## src/rtl/backprop_layer_stack.sv

```systemverilog
// LIFO of per-(layer,row) backprop operands: filled during the forward pass,
// replayed highest layer first with rows descending over a valid/ready port.
module backprop_layer_stack #(
  parameter int data_size      = 16,
  parameter int size           = 3,
  parameter int max_layer_size = 4,
  parameter int max_row_size   = 4,
  parameter int index_width    = 32
) (
  input  logic                      clk,
  input  logic                      reset_n,
  input  logic [2*index_width+1:0]  backprop_controll_bundle,
  input  logic [data_size*size-1:0] diff_to_all,
  input  logic [data_size*size-1:0] diff_dense,
  input  logic [data_size*size-1:0] diff_cost,
  input  logic [data_size*size-1:0] diff_start,
  input  logic                      out_ready,
  output logic [data_size*size-1:0] diff_to_all_out,
  output logic [data_size*size-1:0] diff_dense_out,
  output logic [data_size*size-1:0] diff_cost_out,
  output logic [data_size*size-1:0] diff_start_out,
  output logic [index_width-1:0]    current_layer_out,
  output logic [index_width-1:0]    current_row_out,
  output logic                      read_update_data,
  output logic                      start_new_layer,
  output logic                      is_last_layer,
  output logic                      active_train,
  output logic                      overflow,
  output logic                      done
);
  localparam int VW  = data_size*size;
  localparam int EW  = 4*VW;
  localparam int ENT = max_layer_size*max_row_size;
  localparam int LW  = (max_layer_size > 1) ? $clog2(max_layer_size) : 1;
  localparam int RW  = $clog2(max_row_size+1);
  localparam int AW  = (ENT > 1) ? $clog2(ENT) : 1;

  typedef enum logic [2:0] {IDLE, SETUP, LOAD, EMIT, DONE} state_t;

  typedef struct packed {
    logic                   is_store;
    logic                   start_train;
    logic [index_width-1:0] layer;
    logic [index_width-1:0] row;
  } ctrl_t;

  ctrl_t                             ctrl;
  state_t                            state_q;
  logic [LW-1:0]                     cur_layer_q, top_q;
  logic [RW-1:0]                     cur_row_q;
  logic [max_layer_size-1:0][RW-1:0] rows_q;
  logic [ENT-1:0]                    valid_q;
  logic [EW-1:0]                     mem_q [ENT];

  logic          in_range, st_en, wr_en, any_valid, nxt_found;
  logic [LW-1:0] st_layer, nxt_layer;
  logic [RW-1:0] st_rows;
  logic [AW-1:0] st_addr, rd_addr;

  assign ctrl      = ctrl_t'(backprop_controll_bundle);
  assign in_range  = (ctrl.layer < index_width'(max_layer_size)) &&
                     (ctrl.row < index_width'(max_row_size));
  assign st_en     = (state_q == IDLE) && ctrl.is_store;
  assign wr_en     = st_en && in_range;
  assign st_layer  = LW'(ctrl.layer);
  assign st_rows   = RW'(ctrl.row) + RW'(1);
  assign st_addr   = AW'(st_layer) * AW'(max_row_size) + AW'(ctrl.row);
  assign rd_addr   = AW'(cur_layer_q) * AW'(max_row_size) + AW'(cur_row_q);
  // A store coinciding with start_train counts toward the empty check.
  assign any_valid = (|valid_q) || wr_en;

  // Highest layer below the current one that holds any rows.
  always_comb begin
    nxt_found = 1'b0;
    nxt_layer = '0;
    for (int i = 0; i < max_layer_size; i++) begin
      if ((LW'(i) < cur_layer_q) && (rows_q[i] != '0)) begin
        nxt_found = 1'b1;
        nxt_layer = LW'(i);
      end
    end
  end

  always_ff @(posedge clk) begin
    if (wr_en) mem_q[st_addr] <= {diff_to_all, diff_dense, diff_cost, diff_start};
  end

  always_ff @(posedge clk or negedge reset_n) begin
    if (!reset_n) begin
      state_q           <= IDLE;
      cur_layer_q       <= '0;
      cur_row_q         <= '0;
      top_q             <= '0;
      rows_q            <= '0;
      valid_q           <= '0;
      {diff_to_all_out, diff_dense_out, diff_cost_out, diff_start_out} <= '0;
      current_layer_out <= '0;
      current_row_out   <= '0;
      read_update_data  <= 1'b0;
      start_new_layer   <= 1'b0;
      is_last_layer     <= 1'b0;
      active_train      <= 1'b0;
      overflow          <= 1'b0;
      done              <= 1'b0;
    end else begin
      done <= 1'b0;
      unique case (state_q)
        IDLE: begin
          if (wr_en) begin
            valid_q[st_addr] <= 1'b1;
            if (st_rows > rows_q[st_layer]) rows_q[st_layer] <= st_rows;
            if (st_layer > top_q) top_q <= st_layer;
          end
          if (st_en && !in_range) overflow <= 1'b1;
          if (ctrl.start_train) begin
            if (any_valid) begin
              state_q      <= SETUP;
              active_train <= 1'b1;
            end else begin
              done <= 1'b1;
            end
          end
        end
        // Reads top_q/rows_q after any same-edge store has landed.
        SETUP: begin
          cur_layer_q <= top_q;
          cur_row_q   <= rows_q[top_q] - RW'(1);
          state_q     <= LOAD;
        end
        LOAD: begin
          {diff_to_all_out, diff_dense_out, diff_cost_out, diff_start_out} <=
            valid_q[rd_addr] ? mem_q[rd_addr] : '0;
          current_layer_out <= index_width'(cur_layer_q);
          current_row_out   <= index_width'(cur_row_q);
          start_new_layer   <= (cur_row_q == rows_q[cur_layer_q] - RW'(1));
          is_last_layer     <= (cur_layer_q == '0);
          read_update_data  <= 1'b1;
          state_q           <= EMIT;
        end
        EMIT: begin
          if (out_ready) begin
            read_update_data <= 1'b0;
            start_new_layer  <= 1'b0;
            is_last_layer    <= 1'b0;
            if (cur_row_q != '0) begin
              cur_row_q <= cur_row_q - RW'(1);
              state_q   <= LOAD;
            end else if (nxt_found) begin
              cur_layer_q <= nxt_layer;
              cur_row_q   <= rows_q[nxt_layer] - RW'(1);
              state_q     <= LOAD;
            end else begin
              state_q <= DONE;
            end
          end
        end
        DONE: begin
          done         <= 1'b1;
          active_train <= 1'b0;
          valid_q      <= '0;
          rows_q       <= '0;
          top_q        <= '0;
          overflow     <= 1'b0;
          state_q      <= IDLE;
        end
        default: state_q <= IDLE;
      endcase
    end
  end
endmodule
```

## config.mk

```make
export PLATFORM = sky130hd
export DESIGN_NAME = backprop_layer_stack
export DESIGN_NICKNAME = d
export VERILOG_FILES = /design/src/rtl/backprop_layer_stack.sv
export SDC_FILE = /design/constraint.sdc
export NUM_CORES = 2
export LEC_CHECK = 0
export BUFFER_PORTS_ARGS = -buffer_cell sky130_fd_sc_hd__buf_2
export CORE_UTILIZATION = 55
export CTS_CLUSTER_DIAMETER = 80
export CTS_CLUSTER_SIZE = 25
export DETAILED_ROUTE_END_ITERATION = 10
export PLACE_DENSITY = 0.77
export SYNTH_ARGS = -nofsm -noshare
export SYNTH_HDL_FRONTEND = slang
export SYNTH_SLANG_ARGS = --single-unit
```

## constraint.sdc

```tcl
create_clock -name clk -period 10.4 [get_ports clk]
set_input_delay 2.08 -clock clk [delete_from_list [all_inputs] [get_ports clk]]
set_output_delay 2.08 -clock clk [all_outputs]
set_load 0.03 [all_outputs]
```

# --- After elaboration in Yosys (flattened, before gate mapping) ---
# Memory sizes are Yosys's and may differ from the RTL's.
# Index checks and enable logic that the tools add are counted.
totals:
  out_inout_bits: 262
  rom_bits: 0
  register_bits: 241
  latchBits: 0
  ram_bits: 3072
  n_memories: 1
op_classes:
  n_eq_ne: 15
  n_lt_le_gt_ge: 16
  n_mul: 0
  reduce_logical: 32
  mux: 59
  shifts: 0
  add_sub_neg: 7
  bitwise_logic: 1
  div_mod_pow: 0
memory_table:
  columns: ["name", "words", "width", "read_ports", "rd_ports_with_merged_regs", "wr", "line", "rtl"]
  rows:
  - ["mem_q", 16, 192, 1, 0, 1, "53", "logic [EW-1:0] mem_q [ENT];"]
op_table:
  columns: ["operator", "n"]
  rows:
  - ["$mux 192", 1]
  - ["$lt 32x3->1 const B", 2]
  - ["$mux 3", 13]
  - ["$pmux 16 s2", 1]
  - ["$bmux 3 s2", 4]
  - ["$mux 12", 2]
  - ["$pmux 12 s2", 1]
  - ["$mux 16", 1]
  - ["$or 16x16->16", 1]
  - ["$reduce_or 16->1", 1]
  - ["$mux 1", 15]
  - ["$reduce_and 3->1", 5]
  - ["$reduce_bool 3->1", 5]
  - ["$mux 2", 7]
  - ["$bwmux 12", 1]
  - ["$lt 2x3->1 const B", 4]
  - ["$ne 2x2->1 const B", 6]
  - ["$pmux 1 s2", 6]
  - ["$pmux 3 s4", 1]
  - ["$sub 3x1->3 const B", 4]
  - ["$logic_and 1x1->1", 10]
  - ["$lt 4x5->1 const B", 2]
  - ["$pmux 2 s2", 2]
  - ["$demux 3 s2", 1]
  - ["25 further kinds", 34]

# --- Longest topological paths before layout ---
logic_depth:
  word_depth: 12
  depth_mapped: 12
  mapped_depth_nobuf: 10

# --- Worst setup path after synthesis ---
# No wires, ideal clock.
synth_timing:
  path_type: "input to register"
  startpoint: "input port backprop_controll_bundle[26]"
  endpoint: "memory mem_q[7][0] in the netlist's numbering (enable)"
  required_ns: 9.652
  setup_time_ns: 0.748
  arrival_time_ns: 11.096
  path_slack_ns: -1.443
  cell_stages: 6
  cell_sequence: "nor4_1 nand4_1 nor4_1 buf_2 nand2_1 nor2_1"
synth_via:
  elab_chain_cells: 5
synth_rtl:
  columns: ["item", "line", "rtl"]
  rows:
  - ["start: declaration", "12", "input logic [2*index_width+1:0] backprop_controll_bundle,"]
  - ["$lt 32x3->1", "62", "(ctrl.row < index_width'(max_row_size));"]
  - ["$logic_and 1x1->1", "61", "assign in_range = (ctrl.layer < index_width'(max_layer_size)) &&"]
  - ["$logic_and 1x1->1", "64", "assign wr_en = st_en && in_range;"]
  - ["$mux 1", "85", "if (wr_en) mem_q[st_addr] <= {diff_to_all, diff_dense, diff_cost, diff_start};"]
  - ["$mux 1 (not written as such)", "85", null]
  - ["end: declaration", "53", null]
# Every way passes these cells.

# --- Worst setup path in the final report ---
layout_timing:
  startpoint: "input port backprop_controll_bundle[43]"
  endpoint: "memory mem_q[5][179] in the netlist's numbering (enable)"
layout_via:
  elab_chain_cells: 5
layout_rtl:
  columns: ["item", "line"]
  rows:
  - ["$lt 32x3->1", "61"]
  - ["$logic_and 1x1->1", "61"]
  - ["$logic_and 1x1->1", "64"]
  - ["$mux 1", "85"]
  - ["$mux 1 (not written as such)", "85"]
# Every way passes these cells.

==> flow_metrics.py <==
metrics = {
    "yosys": {
        "yosysWarningCount": 0,
        "synthFlopType": "edfxtp_1",
        "synth_area_leader_cell": "edfxtp_1",
        "synthArstFlopShare_pct": 7.27,
        "synth_cells": 5896,
        "ys_seq_area_share_pct": 77.1,
        "synth.distinct_cells": 47,
        "synth_edf_count": 3072,
        "synth_area_leaders": "edfxtp_1, mux4_2, dfrtp_1",
        "synth_top_area_share_pct": 72.4,
        "ys_ff_latch": 3313,
        "syn_area_per_cell_um2": 21.6,
        "synth.cell_area_um2": 127000,
    },
    "finish": {
        "final_common_cell": "edfxtp_1",
        "fin_nets": 6547,
        "final_cell_count_no_fill": 9452,
        "synthToLayoutAreaGrowth_pct": 8.24,
        "layout_common_cells": "edfxtp_1, mux4_2, nand2_1",
        "post-route-util_pct": 59.9,
        "final_layout_size_suffix_gt1_share_pct": 27.5,
    },
    "drt": {
        "initialDrtViolationCount": 7233,
        "viasPerCell": 6.43,
        "drt_pass1_iterations": 6,
        "drtAntennaViolNets": 0,
        "drc": 0,
        "vias": 60800,
        "wire_per_inst_um": 30.4,
        "wl_mm": 287,
    },
    "critical_path": {
        "cp.required_ps": 10880,
        "rr_endpoint": "diff_cost_out[12]$_DFFE_PN0P_",
        "regToRegStartpoint": "cur_layer_q[0]$_DFFE_PN0P_",
        "worstPathMaxFanout": 34,
        "r2r_cells": 8,
        "startpoint_type": "primary input",
        "critPathCaptureType": "flop",
        "path_class": "in -> reg",
        "r2r_setup_slack_ps": 5340,
        "crit_end": "mem_q[5][179]$_DFFE_PP_",
        "arrival_ps": 5600,
        "crit_start": "backprop_controll_bundle[43]",
    },
    "sta": {
        "min_period_over_period_pct": 49.2,
        "fin_crit_ps": 5110,
        "tightest_slew_ps": 1140,
        "skew_ps": 43.8,
        "setup_viol": 0,
        "fmax_ghz": 0.196,
        "hold_ws_ps": 476,
        "rsz0062_at_grt": "false",
        "maxSlewViolCount": 0,
        "worst_slack_ps": 5290,
        "relSlewSlack_pct": 23.9,
        "hold_viol": 0,
    },
    "cts": {
        "cts-root-buf": "clkbuf_16",
        "clock-sinks": 3313,
        "postCtsHoldBufs": 0,
        "htreeDepth": 4,
        "cts_resized": 0,
        "cts_tree": "done",
        "cts_buffers": 158,
        "clock_path_buffers": 3,
        "post_cts.repair.setup_buffers": 0,
        "clk_latency_ps": 870,
        "clk_pin_slew_worst_paths_ps": 90,
    },
    "grt": {
        "grt_usage_pct": 24.7,
        "gr-total-overflow": 0,
        "grt_max_degree": 153,
        "antenna_found_initial": 67,
        "grt_pass1_vias": 61100,
        "grt_pass1_wl_mm": 422,
    },
    "placed_design": {
        "preCtsSetupSlack_ps": 4370,
        "place.gp.congestion": 0.778,
        "port_buffers": 463,
        "dp_cells": 9139,
        "post-dp-hpwl_mm": 155,
    },
    "floorplanning": {
        "die_h_um": 483,
        "core_um2": 230000,
        "die-area_um2": 234000,
        "fp-row-count": 176,
        "ioPinCount": 523,
        "die_w_um": 483,
        "start_util_pct": 55.4,
    },
    "status": {
        "status": "finished, final reports clean",
    },
    "power_and_ir_drop": {
        "ir_drop_v": 0.000328,
        "leakage_nw": 45.1,
        "powerDensity_nw_per_um2": 217,
    },
    "worst_hold_path": {
        "hp-class": "reg -> reg",
    },
    "job": {
        "maxCapViolCount": 0,
    },
}
layer usage:
layer	GRT usage [%]	wire length (µm)	up-vias	share of wire [%]
li1	-	-	24900	-
met1	36.3	116000	32200	41
met3	5.35	28700	400	10
met2	38.4	135000	3203	47
met4	5.63	6330	42	2.2
met5	0	280	-	0.098
state kept, by name, summed over array words and instances, names as in the netlist, 2 cells and up:
register	count
diff_start_out	48
mem_q	3072
current_layer_out	2
diff_cost_out	48
diff_dense_out	48
current_row_out	3
cur_layer_q	2
diff_to_all_out	48
valid_q	16
state_q	3
rows_q	12
top_q	2
cur_row_q	3
cells in the mapped netlist (all sizes together) (2+ instances only):
master   instances
nor4            22
edfxtp        3072
a31oi            3
o2111ai        192
xnor2            5
ha              13
o211ai           2
dfrtp          241
nand4            7
nor2b            4
buf            259
o311ai           4
inv             14
nand3            7
a21oi            8
o21ai            9
nand2b           6
xor2             4
nor3             5
nor2            25
nand2          624
nor4b            2
mux2           195
or2              3
a32o            17
clkbuf         139
o21a             5
o41ai            2
a22oi            4
o31ai            3
mux2i          209
mux4           781
and2             2
critical path: stages:
cell and delay (ps):
buf_2 90, nor4_1 490, nand4_1 280, nor4_2 270, buf_4 240, nand2_1 260
nor2_4 630, buf_4 580, buf_4 590
area by class of cell:
| cell class | instances | area, µm² |
|---|---|---|
| Timing Repair Buffer | 557 | 3360 |
| Tap cell | 3026 | 3790 |
| Antenna cell | 19 | 47.5 |
| Inverter | 14 | 52.6 |
| Clock buffer | 259 | 4440 |
| Fill cell | 15600 | 92200 |
| Clock inverter | 35 | 470 |
| Sequential cell | 3313 | 98300 |
| Multi-Input combinational cell | 2229 | 27500 |
worst min path at each step:
stage                                         startpoint                        endpoint  slack [ps]  cells past startpoint
after floorplan                   valid_q[1]$_DFFE_PN0P_          valid_q[1]$_DFFE_PN0P_         480                      1
after global placement    diff_start_out[33]$_DFFE_PN0P_  diff_start_out[33]$_DFFE_PN0P_         450                      2
after detailed placement  diff_start_out[11]$_DFFE_PN0P_  diff_start_out[11]$_DFFE_PN0P_         460                      2
after CTS                  diff_dense_out[0]$_DFFE_PN0P_   diff_dense_out[0]$_DFFE_PN0P_         480                      2
after global routing       diff_cost_out[46]$_DFFE_PN0P_   diff_cost_out[46]$_DFFE_PN0P_         510                      2
final                      diff_dense_out[0]$_DFFE_PN0P_   diff_dense_out[0]$_DFFE_PN0P_         480                      2
through the flow:
stage / TNS, ps / total power [W] / area (µm²)
floorplan: -4386490 / 0.0211 / 128000
finish: 0 / 0.0299 / 138000
CTS: 0 / 0.0302 / 138000
global route: 0 / 0.0311 / 138000
global placement: 0 / 0.0230 / 133000
detailed placement: 0 / 0.0231 / 133000
power by group:
| group | internal, W | switching, W | total (W) |
|---|---|---|---|
| clock network | 0.00308 | 0.00406 | 0.00713 |
| logic | 0.00365 | 0.00446 | 0.00811 |
| registers | 0.0146 | 0.000131 | 0.0147 |
cells by family (layout without fill, tap and decap cells):
group	count (synthesis)	count (layout)	synth area share [%]
xor gates and xnor gates	9	9	0.0766
other	1	78	0.00294
buffers and inverters	412	865	1.59
muxes	1185	1185	17.2
and+or+nand+nor	711	711	2.22
AOI/OAI and AO/OA	252	252	1.69
DFF	3313	3313	77.1
adders and majority gates	13	13	0.128
Note: power is estimated with default switching activity, not from simulation.
